$ cat src/rtl/triple_mul_engine.sv
// Sequential signed triple multiplier D = A*B*C (8-bit operands, 24-bit product) with falling-edge start.
// Define TMUL_WRITEBACK_EN to add the three-byte little-endian product write to data memory.
module triple_mul_engine #(
  parameter int RESULT_BASE = 3,
  parameter int ADDR_W      = 8
) (
  input  logic              clk,
  input  logic              reset,
  input  logic              start,
  input  logic [7:0]        op_a,
  input  logic [7:0]        op_b,
  input  logic [7:0]        op_c,
  output logic [23:0]       prod,
  output logic              busy,
  output logic              done,
  output logic              mem_we,
  output logic [ADDR_W-1:0] mem_addr,
  output logic [7:0]        mem_wdata
);

`ifdef TMUL_WRITEBACK_EN
  localparam bit WB_EN = 1'b1;
`else
  localparam bit WB_EN = 1'b0;
`endif

  typedef enum logic [3:0] {
    S_IDLE, S_LOAD, S_MUL1, S_MUL2, S_SIGN, S_WB0, S_WB1, S_WB2, S_DONE
  } state_t;

  state_t      state, nxt;
  logic        start_q;
  logic [7:0]  mag_a, mag_b, mag_c;
  logic        neg;
  logic [2:0]  cnt;
  logic [15:0] m1;
  logic [23:0] m2;

  function automatic logic [7:0] mag(input logic [7:0] v);
    return v[7] ? (~v + 8'd1) : v;
  endfunction

  // start_q resets high so only a genuine 1->0 edge after reset can launch
  always_ff @(posedge clk) begin
    if (!reset) begin
      state   <= S_IDLE;
      start_q <= 1'b1;
    end else begin
      state   <= nxt;
      start_q <= start;
    end
  end

  always_comb begin
    nxt = state;
    case (state)
      S_IDLE: if (start_q && !start) nxt = S_LOAD;
      S_LOAD: nxt = S_MUL1;
      S_MUL1: if (cnt == 3'd7) nxt = S_MUL2;
      S_MUL2: if (cnt == 3'd7) nxt = S_SIGN;
`ifdef TMUL_WRITEBACK_EN
      S_SIGN: nxt = S_WB0;
`else
      S_SIGN: nxt = S_DONE;
`endif
      S_WB0:  nxt = S_WB1;
      S_WB1:  nxt = S_WB2;
      S_WB2:  nxt = S_DONE;
      S_DONE: if (start) nxt = S_IDLE;
      default: nxt = S_IDLE;
    endcase
  end

  // Magnitude datapath; cnt wraps 7->0 at the end of MUL1, clearing it for MUL2
  always_ff @(posedge clk) begin
    if (!reset) begin
      mag_a <= '0;
      mag_b <= '0;
      mag_c <= '0;
      neg   <= 1'b0;
      cnt   <= '0;
      m1    <= '0;
      m2    <= '0;
      prod  <= '0;
    end else begin
      case (state)
        S_LOAD: begin
          mag_a <= mag(op_a);
          mag_b <= mag(op_b);
          mag_c <= mag(op_c);
          neg   <= op_a[7] ^ op_b[7] ^ op_c[7];
          cnt   <= '0;
          m1    <= '0;
          m2    <= '0;
        end
        S_MUL1: begin
          if (mag_b[cnt]) m1 <= m1 + (16'(mag_a) << cnt);
          cnt <= cnt + 3'd1;
        end
        S_MUL2: begin
          if (mag_c[cnt]) m2 <= m2 + (24'(m1) << cnt);
          cnt <= cnt + 3'd1;
        end
        S_SIGN: prod <= neg ? (~m2 + 24'd1) : m2;
        default: ;
      endcase
    end
  end

  always_comb begin
    busy      = 1'b0;
    done      = 1'b0;
    mem_we    = 1'b0;
    mem_addr  = '0;
    mem_wdata = '0;
    case (state)
      S_LOAD, S_MUL1, S_MUL2, S_SIGN: busy = 1'b1;
      S_WB0: begin
        busy = 1'b1;
        if (WB_EN) begin
          mem_we    = 1'b1;
          mem_addr  = ADDR_W'(RESULT_BASE);
          mem_wdata = prod[7:0];
        end
      end
      S_WB1: begin
        busy = 1'b1;
        if (WB_EN) begin
          mem_we    = 1'b1;
          mem_addr  = ADDR_W'(RESULT_BASE + 1);
          mem_wdata = prod[15:8];
        end
      end
      S_WB2: begin
        busy = 1'b1;
        if (WB_EN) begin
          mem_we    = 1'b1;
          mem_addr  = ADDR_W'(RESULT_BASE + 2);
          mem_wdata = prod[23:16];
        end
      end
      S_DONE: done = 1'b1;
      default: ;
    endcase
  end

endmodule

$ cat config.mk
export PLATFORM = sky130hd
export DESIGN_NAME = triple_mul_engine
export DESIGN_NICKNAME = d
export VERILOG_FILES = /design/src/rtl/triple_mul_engine.sv
export SDC_FILE = /design/constraint.sdc
export NUM_CORES = 1
export LEC_CHECK = 0
export CAP_MARGIN = 10
export CORE_MARGIN = 1
export CORE_UTILIZATION = 40
export CTS_CLUSTER_DIAMETER = 50
export CTS_CLUSTER_SIZE = 25
export DETAILED_ROUTE_END_ITERATION = 8
export PLACE_DENSITY_LB_ADDON = 0.3
export SETUP_SLACK_MARGIN = 0.4
export SYNTH_ARGS = -nofsm -noshare
export SYNTH_HDL_FRONTEND = slang
export SYNTH_SLANG_ARGS = --single-unit
$ cat constraint.sdc
create_clock -name clk -period 6 [get_ports clk]
set_clock_uncertainty 0.15 [all_clocks]
set_input_delay 1.2 -clock clk [delete_from_list [all_inputs] [get_ports clk]]
set_output_delay 1.2 -clock clk [all_outputs]
set_load 0.05 [all_outputs]
* After elaboration in Yosys (flattened, before gate mapping) *
Index checks and enable logic that the tools add are counted.

cells by class
  add/subtract/negate cells = 7
  multipliers = 0
  div/mod/pow operators = 0
  magnitude comparators = 1
  equal/unequal tests = 15
  shift operators = 2
  mux-type cells = 20
  bitwise gates (word level) = 6
  reductions and logical operators = 12

operator list
  cell                   number
  $mux 24                2
  $pmux 24 s2            1
  $pmux 16 s2            1
  $pmux 4 s8             1
  $add 24x1->24 const B  1
  $add 24x24->24         1
  $add 8x1->8 const B    3
  $mux 8                 3
  $not 24->24            1
  $not 8->8              3
  $shl 16x3->24          1
  $add 16x16->16         1
  $eq 4x3->1 const B     4
  $mux 16                1
  $mux 4                 4
  $shl 8x3->16           1
  $ne 2x2->1 const B     6
  $eq 4x2->1 const B     2
  $reduce_or 7->1        1
  $bmux 1 s3             2
  $pmux 3 s2             1
  $reduce_bool 2->1      3
  $eq 4x1->1 const B     1
  $eq 4x4->1 const B     1
  11 further kinds       17

storage, ports and cells
  flip-flop bits (word level) = 97
  bits in latches = 0
  bits in writable memories = 0
  ROM bits = 0
  bits of input ports = 27
  output and inout port bits = 43
  logic and storage cells = 73
  memories = 0

* Longest topological paths before layout *
  word-level depth = 4
  depth in mapped cells = 16
  mapped depth without buffers = 14

* Least setup slack after synthesis *
No wires, ideal clock.

  path kind = reg-to-reg
  from = register cnt[1]
  to = register m1[14]
  setup time = 0.122 ns
  arrival = 3.417 ns
  required time = 5.728 ns
  setup slack = 2.311 ns
  stages on the path, launching flop included = 15
  path buffers = 4
  cells stage by stage = dfxtp_1 > buf_2 > buf_2 > buf_2 > clkbuf_1 > nor4b_1 > ha_1 > fa_1 > a211oi_1 > o21bai_1 > a221oi_1 > a31oi_1 > a31oi_1 > xor2_1 > o22ai_1

on the way
  longest elaborated chain between the ends = 4
  elaborated cells between the ends (all ways) = 8
  classes of those cells = add/sub: 1; eq/ne: 1; shift: 1; mux: 4; reduce/logical: 1

RTL lines
  what                                                    line  RTL
  from (decl)                                             35    logic [2:0] cnt;
  from (signal assigned)                                  98    cnt <= cnt + 3'd1;
  from (signal assigned)                                  102   cnt <= cnt + 3'd1;
  $shl 8x3->16 / $bmux 1 s3 (equally long branches)       97    if (mag_b[cnt]) m1 <= m1 + (16'(mag_a) << cnt);
  $add 16x16->16 / $mux 1 (equally long branches)         97
  $mux 16 / $ne 2x2->1 (equally long branches)            --
  $pmux 16 s2 / $reduce_and 2->1 (equally long branches)  --
  to (signal assigned)                                    97
  to (decl)                                               36    logic [15:0] m1;

Several ways; a longest one is shown, not always the timed one. The select of a mux whose other input is x is not followed.
A chain may end at the register's enable or synchronous reset.

* Worst setup path after layout *
  from = register cnt[1]
  to = register m1[15]

The elaborated chain is that of the path after synthesis.

==> run_results.csv <==
group,metric,value,unit
power_and_ir_drop,power,1.470,mW
grt,antenna_found_initial,0,
worst_setup_path,path_max_fanout,27,
placed_design,portBuffers,52,
final_layout,fill_cells,1833,
yosys,yosys_register_bits,97,
worst_setup_path,cpPeakStageDelay,1.05,ns
final_layout,antenna_cells,0,
final_layout,register_area,1943,um^2
grt,overflow,0,
final_layout,final_area,8369,um^2
yosys,synth_cell_types,75,
clock_network,cts_resized,0,
final_layout,drive_gt1_share,6.667,%
drt,routed_wl,17930,um
worst_setup_path,crit_path_cell_trace,"buf_4, mux2_2, nor2_1, a21oi_1, nand2_1, o21ai_0, ha_1, and3_1, and2_1, a32oi_1, nand3_1, a2111oi_0, or3_1, a21oi_1",
grt,top_usage_layer,"met2",
clock_network,tritoncts,"done",
sta,rsz0062_at_grt,"false",
grt,track_usage,19.23,%
die,num_rows,49,
sta,finalCriticalPeriod,4.255,ns
yosys,synth_area,7480,um^2
final_layout,areaGrowthSynthToFinish,11.89,%
die,design.die.area,19250,um^2
drt,initialDrtViolationCount,406,
grt,use_met3,3.349,%
worst_setup_path,cp_common_cell,"a21oi_1",
power_and_ir_drop,power_density,175.7,nW/um^2
grt,grt_max_degree,51,
drt,remaining_drc_errors,8,
drt,viasPerCell,5.569,
worst_setup_path,critPathBufInv,1,
run_status,violations,"design-rule violations",
yosys,synth_area_leaders,"dfxtp_1, ha_1, nand2_1, xor2_1, a21oi_1",
yosys,yosys.area.top_type_share,25.96,%
grt,grt_pass1_wl,30370,um
drt,wire_per_inst,14.89,um
power_and_ir_drop,total_leakage_power,3.230,nW
min_path,hp-class,"reg2reg",
sta,period_share,70.92,%
clock_network,cts_setup_buffers,0,
clock_network,numCtsBuffers,9,
sta,finalHoldViolCount,0,
die,ios,70,
sta,timing.fmax,235.0,MHz
worst_setup_path,slowest_stage,"dfxtp_1",
sta,finalSetupTns,0,ns
yosys,syn_avg_cell_area,7.840,um^2
final_layout,fin_nets,1043,
yosys,syn_inst,954,
placed_design,gp_congestion,0.9209,
worst_setup_path,r2r_slack,1.74,ns
yosys,synth-seq-area-share,25.96,%
die,die_h,138.7,um
drt,ant_nets,0,
worst_setup_path,critical_path_arrival,4.33,ns
grt,gr-usage-met2,31.87,%
clock_network,clk_pin_slew,0.06,ns
final_layout,multi_input_area,5170,um^2
sta,maxSlewViolCount,0,
clock_network,root_buffer,"clkbuf_16",
final_layout,final_core_util,46.12,%
sta,tightest_slew,1.105,ns
worst_setup_path,end_kind,"register",
yosys,yosys.area.top_type,"dfxtp_1",
yosys,async_flop_share,0,%
die,start_util,41.22,%
job,max_cap_violations,0,
sta,timing.final.ws_setup,1.745,ns
drt,first_pass_iters,9,
grt,grtUsageMet1,24.94,%
sta,maxSlewHeadroom,26.24,%
worst_setup_path,critPathLaunchType,"register",
sta,setup_viol,0,
placed_design,dpl_worst_slack,1.828,ns
yosys,synth_edf_count,0,
placed_design,dpl.hpwl,13360,um
run_status,status,"finished with violations",
clock_network,htree_levels,3,
clock_network,holdBufCountCts,0,
yosys,synth_ff_type,"dfxtp_1",
clock_network,cts.sinks,97,
yosys,yosys_warnings,0,
placed_design,placed_area,8074,um^2
power_and_ir_drop,peakVddDrop,0.0001497,V
worst_setup_path,required,6.07,ns
clock_network,clk_latency,0.36,ns
die,die_w,138.7,um
grt,first_global_vias,6211,
worst_setup_path,crit_type,"reg2reg",
drt,vias,6705,
clock_network,cts_buffer_depth,2,
die,core_region_area,18150,um^2
worst_setup_path,cp_top_family,"flip-flops",
-- cell usage after synthesis (12+ instances only) --
master,count
nand2_1,117
o31ai_1,12
ha_1,44
o21ai_0,56
dfxtp_1,97
mux2_2,12
clkbuf_1,39
nor3_1,19
inv_1,22
nor2_1,100
xnor2_1,19
a21oi_1,76
mux2i_1,19
xor2_1,44
buf_4,19
nand3_1,25
a211oi_1,42
-- path summary, 6_finish.rpt --
check | to | depth (start not counted) | startpoint
max | m1[15] | 14 | cnt[1]
min | prod[7] | 2 | prod[7]
max reg2reg | m1[15] | 14 | cnt[1]
min reg2reg | prod[7] | 2 | prod[7]
-- tightest hold or removal path, cell delays in order, from the launching register on --
cell and delay, ns:
dfxtp_1 0.31, nand2_1 0.05, a21oi_1 0.05
-- cell type report --
type | instances | share of cell area (%)
multi-input cells | 778 | 61.77
flip-flops and latches | 97 | 23.22
repair buffers | 61 | 7.026
well taps | 229 | 3.424
clock buffers | 10 | 2.736
inverters | 23 | 1.032
clock inverters | 6 | 0.7923
-- power breakdown --
group          internal (mW)  total, mW  switching (mW)
sequential             0.658      0.674          0.0166
combinational         0.0767      0.215           0.138
clock                  0.325      0.581           0.257
-- state kept, by name, summed over array words and instances, names as in the netlist --
| register | count |
|---|---|
| m2 | 24 |
| prod | 24 |
| m1 | 16 |
| mag_a | 8 |
| mag_b | 8 |
| mag_c | 8 |
| state | 4 |
| cnt | 3 |
| neg | 1 |
| start_q | 1 |
-- routing by layer --
metal / vias to the layer above / share of wire (%)
li1: 3469 / -
met1: 3074 / 48
met3: 20 / 4.2
met4: 0 / 1.8
met2: 142 / 46
met5: - / 0
-- kinds of logic (layout without fill, tap and decap cells) --
family,count (synthesis),in the layout,synth area share [%]
and+or+nand+nor,339,339,21.46
AOI/OAI and AO/OA,269,269,23.24
DFF,97,97,25.96
buffers and inverters,95,100,5.905
xor gates and xnor gates,63,63,7.377
adders and majority gates,46,46,7.896
muxes,44,44,8.113
other,1,17,0.05014
-- cell usage in the layout (no fill, tap or decap), types with 9 or more instances in the layout --
master / n
clkbuf_16: 9
dfxtp_1: 96
buf_4: 9
nand3_1: 25
xnor2_1: 19
o21ai_0: 56
clkdlybuf4s50_1: 52
a21oi_1: 76
ha_1: 44
nor3_1: 18
o211ai_1: 10
a211oi_1: 42
inv_1: 21
nor2_1: 100
o21a_1: 11
o31ai_1: 12
mux2i_1: 19
conb_1: 17
nand2_1: 117
xor2_1: 44
mux2_2: 12
mux4_2: 10
-- metrics by stage --
stage,hold slack (ns),std cells
floorplan,0.2788,970
global placement,0.2889,1188
detailed placement,0.2937,1188
CTS,0.3023,1204
global route,0.3162,1204
finish,0.2981,1204
Note: power is estimated with default switching activity, not from simulation.
